[src/rtl/wfg_drive_pat_seq.sv]
// -----------------------------------------------------------------------------
// wfg_drive_pat_seq
//
// Pattern sequencer for the waveform generator drive block. It accepts one
// AXI-Stream word per pattern cycle and holds that word on the channel outputs
// until the next sync. It also broadcasts the current subcycle index to every
// channel.
//
// Parameters
//   CHANNELS            number of pattern channels (= AXI-Stream data width)
//
// Ports
//   clk                 system clock, rising edge
//   rst_n               asynchronous active-low reset
//   ctrl_en_q_i         block enable; 0 forces IDLE and clears the outputs
//   cfg_subcycle_q_i    last subcycle index (cycle length = value + 1)
//   wfg_pat_sync_i      pulse marking the start of a pattern cycle
//   wfg_pat_subcycle_i  pulse marking a subcycle boundary
//   wfg_axis_tdata_i    pattern word, bit n -> channel n
//   wfg_axis_tvalid_i   AXI-Stream valid
//   wfg_axis_tready_o   AXI-Stream ready (combinational, only during a sync)
//   pat_subcycle_cnt_o  current subcycle index
//   axis_data_o         held pattern word
//   underflow_o         one-cycle pulse: a sync found no word available
//   underflow_cnt_o     saturating underflow count; this port exists only
//                       when WFG_DRIVE_PAT_SEQ_UNDERFLOW_CNT_EN is defined
//
// Optional feature macro: WFG_DRIVE_PAT_SEQ_UNDERFLOW_CNT_EN
// -----------------------------------------------------------------------------
module wfg_drive_pat_seq #(
  parameter int unsigned CHANNELS = 32
) (
  input  logic                clk,
  input  logic                rst_n,
  input  logic                ctrl_en_q_i,
  input  logic [7:0]          cfg_subcycle_q_i,
  input  logic                wfg_pat_sync_i,
  input  logic                wfg_pat_subcycle_i,
  input  logic [CHANNELS-1:0] wfg_axis_tdata_i,
  input  logic                wfg_axis_tvalid_i,
  output logic                wfg_axis_tready_o,
  output logic [7:0]          pat_subcycle_cnt_o,
  output logic [CHANNELS-1:0] axis_data_o,
`ifdef WFG_DRIVE_PAT_SEQ_UNDERFLOW_CNT_EN
  output logic [15:0]         underflow_cnt_o,
`endif
  output logic                underflow_o
);

  typedef enum logic [1:0] {
    IDLE      = 2'd0,
    WAIT_SYNC = 2'd1,
    RUN       = 2'd2
  } state_t;

  state_t              state_q, state_d;
  logic [7:0]          cnt_q, cnt_d;
  logic [CHANNELS-1:0] data_q, data_d;
  logic                underflow_q, underflow_d;
  logic                sync_evt;

  // A sync is only honoured once the block has been enabled and has left
  // IDLE. Ready is offered exactly in that cycle, which limits the stream to
  // one transfer per sync.
  assign sync_evt          = (state_q != IDLE) && wfg_pat_sync_i && ctrl_en_q_i;
  assign wfg_axis_tready_o = sync_evt;

  always_comb begin
    state_d     = state_q;
    cnt_d       = cnt_q;
    data_d      = data_q;
    underflow_d = 1'b0;

    if (!ctrl_en_q_i) begin
      // Disable overrides every other event.
      state_d = IDLE;
      cnt_d   = '0;
      data_d  = '0;
    end else begin
      unique case (state_q)
        IDLE:      state_d = WAIT_SYNC;
        WAIT_SYNC: if (wfg_pat_sync_i) state_d = RUN;
        RUN:       state_d = RUN;
        default:   state_d = IDLE;
      endcase

      if (sync_evt) begin
        // New word and index 0 appear on the same edge. A sync that
        // coincides with a subcycle pulse is treated as a sync only.
        cnt_d = '0;
        if (wfg_axis_tvalid_i) begin
          data_d = wfg_axis_tdata_i;
        end else begin
          underflow_d = 1'b1;
        end
      end else if ((state_q == RUN) && wfg_pat_subcycle_i &&
                   (cnt_q < cfg_subcycle_q_i)) begin
        // A strict compare gives saturation at the configured limit. It also
        // freezes the counter if the limit is lowered below the current
        // count, so the counter never counts down.
        cnt_d = cnt_q + 8'd1;
      end
    end
  end

  always_ff @(posedge clk or negedge rst_n) begin
    if (!rst_n) begin
      state_q     <= IDLE;
      cnt_q       <= '0;
      data_q      <= '0;
      underflow_q <= 1'b0;
    end else begin
      state_q     <= state_d;
      cnt_q       <= cnt_d;
      data_q      <= data_d;
      underflow_q <= underflow_d;
    end
  end

  assign pat_subcycle_cnt_o = cnt_q;
  assign axis_data_o        = data_q;
  assign underflow_o        = underflow_q;

`ifdef WFG_DRIVE_PAT_SEQ_UNDERFLOW_CNT_EN
  logic [15:0] ucnt_q, ucnt_d;

  // The count is advanced together with the underflow pulse register. This
  // way the count already includes a pulse while that pulse is visible.
  always_comb begin
    ucnt_d = ucnt_q;
    if (!ctrl_en_q_i) begin
      ucnt_d = '0;
    end else if (underflow_d && (ucnt_q != 16'hFFFF)) begin
      ucnt_d = ucnt_q + 16'd1;
    end
  end

  always_ff @(posedge clk or negedge rst_n) begin
    if (!rst_n) begin
      ucnt_q <= '0;
    end else begin
      ucnt_q <= ucnt_d;
    end
  end

  assign underflow_cnt_o = ucnt_q;
`endif

endmodule

[config.mk]
export PLATFORM = sky130hd
export DESIGN_NAME = wfg_drive_pat_seq
export DESIGN_NICKNAME = d
export VERILOG_FILES = /design/src/rtl/wfg_drive_pat_seq.sv
export SDC_FILE = /design/constraint.sdc
export NUM_CORES = 1
export LEC_CHECK = 0
export BUFFER_PORTS_ARGS = -buffer_cell sky130_fd_sc_hd__buf_4
export CORE_ASPECT_RATIO = 2
export CORE_MARGIN = 2
export CORE_UTILIZATION = 46
export CTS_CLUSTER_SIZE = 28
export DETAILED_ROUTE_END_ITERATION = 10
export GPL_ROUTABILITY_DRIVEN = 0
export GPL_TIMING_DRIVEN = 0
export PLACE_DENSITY = 0.75
export SYNTH_ARGS = -nofsm -noshare
export SYNTH_HDL_FRONTEND = slang
export SYNTH_SLANG_ARGS = --single-unit
export TNS_END_PERCENT = 5
[constraint.sdc]
create_clock -name clk -period 2.5 [get_ports clk]
set_input_delay 0.5 -clock clk [delete_from_list [all_inputs] [get_ports clk]]
set_output_delay 0.5 -clock clk [all_outputs]
set_load 0.005 [all_outputs]
==> results.yml, run 1 <==
floorplan:
  core_um2: 4050
  die-area_um2: 4760
  die_x_um: 49.8
  io_pins: 88
  fp.dieH_um: 95.6
  start_util: 0.477
  rows: 33
logic_synthesis:
  ys.warnings.count: 0
  syn-num-nets: 222
  synth_edf_count: 0
  synth.distinct_cells: 29
  synthDominantCellAreaShare: 0.558
  netlist_top_cells_area: "dfrtp_1, a22o_1, ha_1, inv_1, nand2_1"
  seq_area_frac_synth: 0.558
  ys_ff_latch: 43
  synth_ff_type: "dfrtp_1"
  synth_cells: 164
  syn-mean-instance-area_um2: 11.8
  syn_area_um2: 1930
  yosysTopAreaCell: "dfrtp_1"
  postSynth.asyncResetShare: 1.00
global_routing:
  grt_first_pass_wirelength_mm: 7.11
  track_usage: 0.195
  grt_pass1_vias: 1564
  grt_max_degree: 44
  grt-ovfl-total: 0
  antenna_found_initial: 0
setup_path:
  crit_fanout: 6
  critical_path_class: "register to register"
  worst-path-buf-inv: 0
  arrival_ps: 2460
  critPathMaxStageDelay_ps: 500
  regToRegSetupSlack_ps: 250
  path_delay_family: "compound AO/OA/AOI/OAI gates"
  crit_path_start_kind: "register"
  crit_required_ps: 2720
  crit_path_end_kind: "register"
  crit_slowest_cell: "a2111o_1"
  worstPathCellList: "ha_1, a211oi_2, o2111ai_1, a2111o_1, or3_1, a21oi_1"
timing:
  setup_viol: 0
  clock.fmax_ghz: 0.445
  finalHoldViolations: 0
  relSlewSlack: 0.647
  final.setup.worst_slack_ps: 255
  post-route-min-period_ps: 2250
  worst_slew_pin_slew_ps: 530
  fin_worst_skew_ps: 5.98
  min_period_over_period: 0.898
  drv_slew: 0
  final.setup.tns_ps: 0
  rsz0062_at_grt: "no"
clocking:
  holdBufCountCts: 0
  cts_tree: "yes"
  htreeDepth: 2
  postCtsSetupBuffers: 0
  clk_pin_slew_ps: 80
  cts_max_path_buffers: 2
  post_cts_resized: 0
  numCtsBuffers: 5
  root_buffer: "clkbuf_8"
  clkLatencyLatePin_ps: 290
  cts_sinks: 43
run_status:
  status: "finished clean"
route:
  drt_iter0_drc: 31
  vias: 1617
  routed_wl_mm: 4.38
  drt_pass1_iterations: 4
  route.antenna.remaining_nets: 0
  drcViolationCount: 0
  viasPerCell: 5.20
  wire_per_inst_um: 14.1
finish:
  drive_gt1_frac: 0.382
  fill_cells: 341
  multi_input_area_um2: 782
  antennaDiodeCount: 0
  ff_latch_area_um2: 1080
  syn_to_final_growth_pct: 44.3
  num-nets-final: 316
worst_hold_path:
  min_path_type: "primary input to asynchronous set/reset pin"
power_and_ir_drop:
  power_density_nw_per_um2: 665
  peakVddDrop_mv: 0.550
  p_leak_nw: 1.48
job:
  cap_violations: 0
placed_design:
  portBuffers: 87
  pre_cts_slack_ps: 70.2
  hpwl_mm: 3.32
-- synthesized netlist by cell type, drive strengths merged, types with 4 or more instances --
| cell type | number |
|---|---|
| clkbuf | 6 |
| a21oi | 4 |
| nor2 | 7 |
| dfrtp | 43 |
| o21ai | 5 |
| nor2b | 6 |
| a22o | 30 |
| nand2 | 10 |
| nand4 | 4 |
| ha | 12 |
| inv | 11 |
-- metrics by stage --
stage	cells	hold WS, ps	instance area, um^2	total power [mW]	util
after floorplan	164	204	1930	1.02	-
after global placement	303	489	2650	1.22	0.654
after detailed placement	303	492	2650	1.24	0.654
after CTS	311	199	2780	1.88	0.688
after global routing	311	228	2780	1.96	0.688
final	311	190	2780	1.85	0.688
-- layout make-up --
cell class                      count  area share
Timing Repair Buffer               87       0.235
Multi-Input combinational cell    103       0.281
Tap cell                           52      0.0234
Inverter                           11      0.0148
Sequential cell                    43       0.387
Clock buffer                        5      0.0247
Clock inverter                      3      0.0243
Buffer                              7      0.0108
-- cell families after synthesis --
kind of cell	after synthesis	synth area share
AOI/OAI and AO/OA	48	0.202
xor gates and xnor gates	1	0.00454
and+or+nand+nor	38	0.0992
adders and majority gates	12	0.0778
muxes	4	0.0214
buffers and inverters	18	0.0370
DFF	43	0.558
-- metal layers --
metal | global-route usage | vias to the layer above | part of all wire
met5 | 0 | - | 0
met4 | 0.0694 | 0 | 0.015
met3 | 0.0282 | 5 | 0.058
met2 | 0.354 | 71 | 0.54
met1 | 0.229 | 759 | 0.39
li1 | - | 782 | -
-- final timing paths --
kind	startpoint	endpoint	cells past startpoint
hold reg to reg	axis_data_o[20]$_DFFE_PN0P_	axis_data_o[20]$_DFFE_PN0P_	1
setup reg to reg	pat_subcycle_cnt_o[5]$_DFFE_PN0P_	pat_subcycle_cnt_o[6]$_DFFE_PN0P_	6
max in group asynchronous	rst_n	axis_data_o[12]$_DFFE_PN0P_	1
min in group clk	wfg_axis_tvalid_i	underflow_o$_DFF_PN0_	2
setup / recovery	pat_subcycle_cnt_o[5]$_DFFE_PN0P_	pat_subcycle_cnt_o[6]$_DFFE_PN0P_	6
hold / removal	rst_n	pat_subcycle_cnt_o[3]$_DFFE_PN0P_	1
-- flip-flops by register name, summed over array words and instances, names as in the netlist --
name / count
underflow_o: 1
state_q: 2
pat_subcycle_cnt_o: 8
axis_data_o: 32
-- power breakdown --
group | leakage [nW] | internal (mW) | switching (mW) | total (mW)
combinational | 0.818 | 0.214 | 0.192 | 0.406
clock | 0.0644 | 0.398 | 0.239 | 0.637
sequential | 0.593 | 0.763 | 0.0450 | 0.808
total | 1.48 | 1.38 | 0.476 | 1.85
-- placed cells by master, fill, tap and decap left out, drive strengths merged --
master / count
inv: 11
a21oi: 4
a21o: 1
a211o: 1
mux2: 1
nor2b: 6
ha: 12
nand4: 4
nand2b: 2
clkbuf: 11
nor2: 7
o21ai: 5
a21boi: 3
a2111o: 1
xnor2: 1
clkinvlp: 1
dfrtp: 43
o2111ai: 1
mux2i: 3
a211oi: 2
and2: 2
and3: 1
a22o: 30
bufinv: 2
nand2: 10
nand3: 3
buf: 88
or3: 3
Power figures use the tool's default switching activity.
==> run 2: changes to the inputs <==
CORE_UTILIZATION = 45   (was 46)
PLACE_DENSITY = 0.73   (was 0.75)
==> run 2 against run 1 <==
- clock power down 29%
- die area up 2.1%
- cell count unchanged
- worst hold slack worse by 12 ps
- core utilization down 2.4 points
- cell area down 1.5%
==> results.yml, run 2 (same netlist as run 1, synthesis figures left out) <==
finish:
  fill_cells: 365
  multi_input_area_um2: 782
  layout_common_cells: "buf_4, dfrtp_1, a22o_1, ha_1, inv_1"
  utilization: 0.664
  largest_reg_flops: 32
  syn_to_final_growth_pct: 42.1
  final_common_cell: "buf_4"
  num-nets-final: 316
  antennaDiodeCount: 0
  ff_latch_area_um2: 1080
  drive_gt1_frac: 0.382
setup_path:
  crit_required_ps: 2730
  crit_path_start_kind: "register"
  path_delay_family: "compound AO/OA/AOI/OAI gates"
  critical_path_class: "register to register"
  crit_fanout: 6
  worst-path-buf-inv: 0
  crit_slowest_cell: "a2111o_1"
  worstPathCellList: "ha_1, a211oi_2, o2111ai_1, a2111o_1, or3_1, a21oi_1"
  crit_path_end_kind: "register"
  critPathMaxStageDelay_ps: 500
  arrival_ps: 2490
global_routing:
  antenna_found_initial: 0
  top_usage_layer: "met2"
  grt_max_degree: 44
  track_usage: 0.210
  grt_pass1_vias: 1705
  use_met2: 0.409
  grt_first_pass_wirelength_mm: 7.87
  grt-ovfl-total: 0
  use_met1: 0.214
  grt.met3_usage: 0.0309
clocking:
  cts_sinks: 43
  holdBufCountCts: 0
  numCtsBuffers: 5
  post_cts_resized: 0
  root_buffer: "clkbuf_8"
  cts_tree: "yes"
  cts_max_path_buffers: 2
  clkLatencyLatePin_ps: 300
  clk_pin_slew_ps: 90
  htreeDepth: 2
  postCtsSetupBuffers: 0
timing:
  min_period_over_period: 0.905
  setup_viol: 0
  rsz0062_at_grt: "no"
  clock.fmax_ghz: 0.442
  worst_slew_pin_slew_ps: 532
  relSlewSlack: 0.645
  fin_worst_skew_ps: 8.11
  final.setup.tns_ps: 0
  finalHoldViolations: 0
  drv_slew: 0
  post-route-min-period_ps: 2260
power_and_ir_drop:
  p_leak_nw: 1.46
  power_density_nw_per_um2: 608
  peakVddDrop_mv: 0.441
route:
  routed_wl_mm: 4.68
  vias: 1615
  wire_per_inst_um: 15.0
  drt_pass1_iterations: 4
  viasPerCell: 5.19
  route.antenna.remaining_nets: 0
  drt_iter0_drc: 12
  drcViolationCount: 0
placed_design:
  hpwl_mm: 3.60
  portBuffers: 87
floorplan:
  die-area_um2: 4860
  start_util: 0.467
  die_x_um: 50.3
  fp.dieH_um: 96.6
  rows: 33
  io_pins: 88
  core_um2: 4130
job:
  cap_violations: 0
worst_hold_path:
  min_path_type: "primary input to asynchronous set/reset pin"
run_status:
  status: "finished clean"
## run 2: cell types whose count changed in the layout (fill, tap and decap cells not counted)
cell,before,now
bufinv_16,2,0
clkinv_4,0,2
## run 2: worst paths after layout
| check | from | end | slack, ps | cells past startpoint |
|---|---|---|---|---|
| setup / recovery | pat_subcycle_cnt_o[5]$_DFFE_PN0P_ | pat_subcycle_cnt_o[5]$_DFFE_PN0P_ | 240 | 6 |
| hold / removal | rst_n | underflow_o$_DFF_PN0_ | 180 | 1 |
| setup reg to reg | pat_subcycle_cnt_o[5]$_DFFE_PN0P_ | pat_subcycle_cnt_o[5]$_DFFE_PN0P_ | 240 | 6 |
| hold reg to reg | axis_data_o[19]$_DFFE_PN0P_ | axis_data_o[19]$_DFFE_PN0P_ | 510 | 1 |
| max in group asynchronous | rst_n | axis_data_o[12]$_DFFE_PN0P_ | 1950 | 1 |
| min in group clk | wfg_axis_tvalid_i | underflow_o$_DFF_PN0_ | 400 | 2 |
## run 2: final cells by class
class / count / area share
clock inverters: 3 / 0.00913
inverters: 11 / 0.0151
plain buffers: 7 / 0.0110
clock buffers: 5 / 0.0251
well taps: 52 / 0.0237
multi-input cells: 103 / 0.285
flip-flops and latches: 43 / 0.393
repair buffers: 87 / 0.238
## run 2: per-layer routing
metal,up-vias,routed length (um)
met2,53,2680
met1,775,1700
li1,778,-
met4,0,91
met5,-,0
met3,9,204
## run 2: where the power goes
part           switching (mW)  internal, mW
combinational           0.193         0.214
sequential             0.0457         0.763
clock                   0.251         0.200
total                   0.489          1.18
## run 2: through the flow
| step | hold WS, ps | worst slack [ps] | instance area (um^2) | instances | power [mW] |
|---|---|---|---|---|---|
| floorplan | 204 | 335 | 1930 | 164 | 1.02 |
| global placement | 491 | 115 | 2650 | 303 | 1.23 |
| detailed placement | 493 | 73.2 | 2650 | 303 | 1.24 |
| CTS | 194 | 229 | 2740 | 311 | 1.69 |
| global route | 204 | 63.9 | 2740 | 311 | 1.78 |
| finish | 178 | 238 | 2740 | 311 | 1.67 |
==> run 3: changes to the inputs <==
--- a/config.mk
+++ b/config.mk
@@ -6,13 +6,13 @@
 export NUM_CORES = 1
 export LEC_CHECK = 0
+export ABC_AREA = 1
 export BUFFER_PORTS_ARGS = -buffer_cell sky130_fd_sc_hd__buf_4
 export CORE_ASPECT_RATIO = 2
 export CORE_MARGIN = 2
 export CORE_UTILIZATION = 45
-export CTS_CLUSTER_SIZE = 28
 export DETAILED_ROUTE_END_ITERATION = 10
 export GPL_ROUTABILITY_DRIVEN = 0
 export GPL_TIMING_DRIVEN = 0
-export PLACE_DENSITY = 0.73
+export PLACE_DENSITY = 0.71
 export SYNTH_ARGS = -nofsm -noshare
 export SYNTH_HDL_FRONTEND = slang
==> constraint.sdc (replaced) <==
create_clock -name clk -period 2.5 [get_ports clk]
set_input_delay 0.125 -clock clk [delete_from_list [all_inputs] [get_ports clk]]
set_output_delay 0.125 -clock clk [all_outputs]
set_load 0.005 [all_outputs]
==> run 3 against run 2 <==
- register-to-register slack improved by 630 ps
- area after synthesis increased by 15%
- synthesized cell count increased by 65%
- cell count increased by 36%
- wire length increased by 19%
- via count increased by 33%
- clock power increased by 42%
- core utilization decreased by 2.2 points
- global-route usage increased by 0.21 points
- maximum frequency increased by 34%
- critical path type is now register to output pin
- critical endpoint is now wfg_axis_tready_o
- highest routed layer unchanged
==> results.yml, run 3 <==
run_status:
  status: "finished clean"
route:
  drt_pass1_iterations: 4
  wire_per_inst_um: 13.2
  drcViolationCount: 0
  viasPerCell: 5.09
  routed_wl_mm: 5.57
  route.antenna.remaining_nets: 0
  drt_iter0_drc: 31
  vias: 2155
logic_synthesis:
  synth_edf_count: 0
  ys.warnings.count: 0
  netlist_top_cells_area: "dfrtp_1, nand3_1, nand2_1, ha_1, inv_1"
  synth_cells: 270
  seq_area_frac_synth: 0.483
  ys_ff_latch: 43
  yosysTopAreaCell: "dfrtp_1"
  syn-mean-instance-area_um2: 8.24
  postSynth.asyncResetShare: 1.00
  synth_ff_type: "dfrtp_1"
  syn-num-nets: 328
  synthDominantCellAreaShare: 0.483
  yosysMostFrequentCell: "nand2_1"
  yosys-top-cells-count: "nand2_1, nand3_1, dfrtp_1"
  synth.distinct_cells: 23
  syn_area_um2: 2230
finish:
  antennaDiodeCount: 0
  drive_gt1_frac: 0.295
  fill_cells: 457
  syn_to_final_growth_pct: 39.1
  final_common_cell: "buf_4"
  num-nets-final: 423
  largest_reg_flops: 32
  multi_input_area_um2: 981
  layout_common_cells: "buf_4, nand2_1, nand3_1, dfrtp_1, inv_1"
  utilization: 0.642
  ff_latch_area_um2: 1080
placed_design:
  hpwl_mm: 4.12
  portBuffers: 86
  pre_cts_slack_ps: 879
timing:
  post-route-min-period_ps: 1680
  worst_hold_slack_ps: 53.0
  rsz0062_at_grt: "no"
  clock.fmax_ghz: 0.594
  fin_worst_skew_ps: 8.50
  min_period_over_period: 0.673
  relSlewSlack: 0.636
  drv_slew: 0
  finalHoldViolations: 0
  final.setup.worst_slack_ps: 817
  worst_slew_pin_slew_ps: 546
  final.setup.tns_ps: 0
  setup_viol: 0
floorplan:
  rows: 36
  core_um2: 4820
  die-area_um2: 5560
  die_x_um: 53.7
  start_util: 0.462
  fp.dieH_um: 103
  io_pins: 88
setup_path:
  regToRegSetupSlack_ps: 870
  rr_startpoint: "state_q[0]$_DFFE_PN0P_"
  worst-path-buf-inv: 3
  crit_slowest_cell: "dfrtp_1"
  path_delay_family: "flip-flops"
  critical_path_depth: 6
  critPathMaxStageDelay_ps: 370
  reg2regPathDepth: 7
  crit_fanout: 4
  crit_required_ps: 2380
  crit_start: "state_q[0]$_DFFE_PN0P_"
  crit_path_end_kind: "output pin"
  critical_path_class: "register to output pin"
  arrival_ps: 1560
  worstPathCellList: "inv_1, ha_1, inv_1, nand2_1, nor2_2, buf_4"
  endpoint: "wfg_axis_tready_o"
  cpMostUsedCell: "inv_1"
  crit_path_start_kind: "register"
  rr_endpoint: "axis_data_o[29]$_DFFE_PN0P_"
power_and_ir_drop:
  power_density_nw_per_um2: 661
  p_leak_nw: 1.73
  peakVddDrop_mv: 0.656
clocking:
  clkLatencyLatePin_ps: 290
  post_cts_resized: 0
  numCtsBuffers: 5
  root_buffer: "clkbuf_8"
  cts_max_path_buffers: 2
  clk_pin_slew_ps: 90
  cts_sinks: 43
  htreeDepth: 2
  cts_tree: "yes"
global_routing:
  grt-ovfl-total: 0
  grt_first_pass_wirelength_mm: 8.87
  grt_pass1_vias: 2101
  track_usage: 0.212
  antenna_found_initial: 0
  grt_max_degree: 44
job:
  cap_violations: 0
worst_hold_path:
  min_path_type: "primary input to register"
==> run 3: cell types whose count changed after synthesis, sizes merged, moves of 4 or more <==
cell,before,now
nand2,10,80
a21oi,4,15
nor2b,6,0
buf,1,7
nand3,3,62
inv,11,24
nor2,7,11
a22o,30,0
==> run 3: tightest hold or removal path, cell delays in order <==
cell     delay (ps)
buf_4            80
nand3_1          60
nand2_1          50
==> run 3: layout make-up <==
cell class                 instances  area share
clock buffer                       6      0.0234
buffer                            13      0.0255
tap                               57      0.0230
multi-input combinational        190       0.317
clock inverter                     2      0.0194
sequential                        43       0.348
timing repair buffer              88       0.215
inverter                          24      0.0291
==> run 3: layer usage <==
| layer | track usage | share of wire | vias to the layer above |
|---|---|---|---|
| met5 | 0 | 0 | - |
| met2 | 0.400 | 0.55 | 64 |
| li1 | - | - | 1064 |
| met3 | 0.0273 | 0.033 | 11 |
| met4 | 0.0848 | 0.028 | 0 |
| met1 | 0.225 | 0.39 | 1016 |
==> run 3: cell families after synthesis <==
family          after synthesis  share of synthesized area
simple gates                156                      0.313
fa+ha+maj                    12                     0.0675
xor+xnor                      2                    0.00787
buf+inv                      37                     0.0759
compound gates               20                     0.0528
flops                        43                      0.483
==> run 3: worst min path at each step <==
stage / startpoint / to / slack, ps / cells past startpoint
global placement: rst_n / axis_data_o[14]$_DFFE_PN0P_ / 150 / 1
global route: wfg_axis_tdata_i[23] / axis_data_o[23]$_DFFE_PN0P_ / 50 / 3
finish: wfg_axis_tdata_i[27] / axis_data_o[27]$_DFFE_PN0P_ / 50 / 3
floorplan: rst_n / axis_data_o[0]$_DFFE_PN0P_ / -170 / 0
CTS: wfg_axis_tdata_i[11] / axis_data_o[11]$_DFFE_PN0P_ / 50 / 3
detailed placement: rst_n / axis_data_o[29]$_DFFE_PN0P_ / 150 / 1
==> run 3: where the power goes <==
| group | switching (mW) | leakage (nW) | total, mW | internal [mW] |
|---|---|---|---|---|
| Clock | 0.241 | 0.0654 | 0.640 | 0.400 |
| Combinational | 0.309 | 1.07 | 0.568 | 0.259 |
| Sequential | 0.0628 | 0.591 | 0.837 | 0.775 |
| Total | 0.613 | 1.73 | 2.05 | 1.43 |
==> run 3: repair_timing <==
item / in CTS / in global routing
hold buffers: 2 / 0
setup buffers: 0 / 0
hold endpoints to repair: 44 / 0
==> run 3: metrics by stage <==
step                cell area, um^2  std cells  power (mW)
floorplan                      2230        270        1.15
global placement               2940        413        1.41
detailed placement             2940        413        1.42
CTS                            3100        423        2.07
global route                   3100        423        2.17
finish                         3100        423        2.05
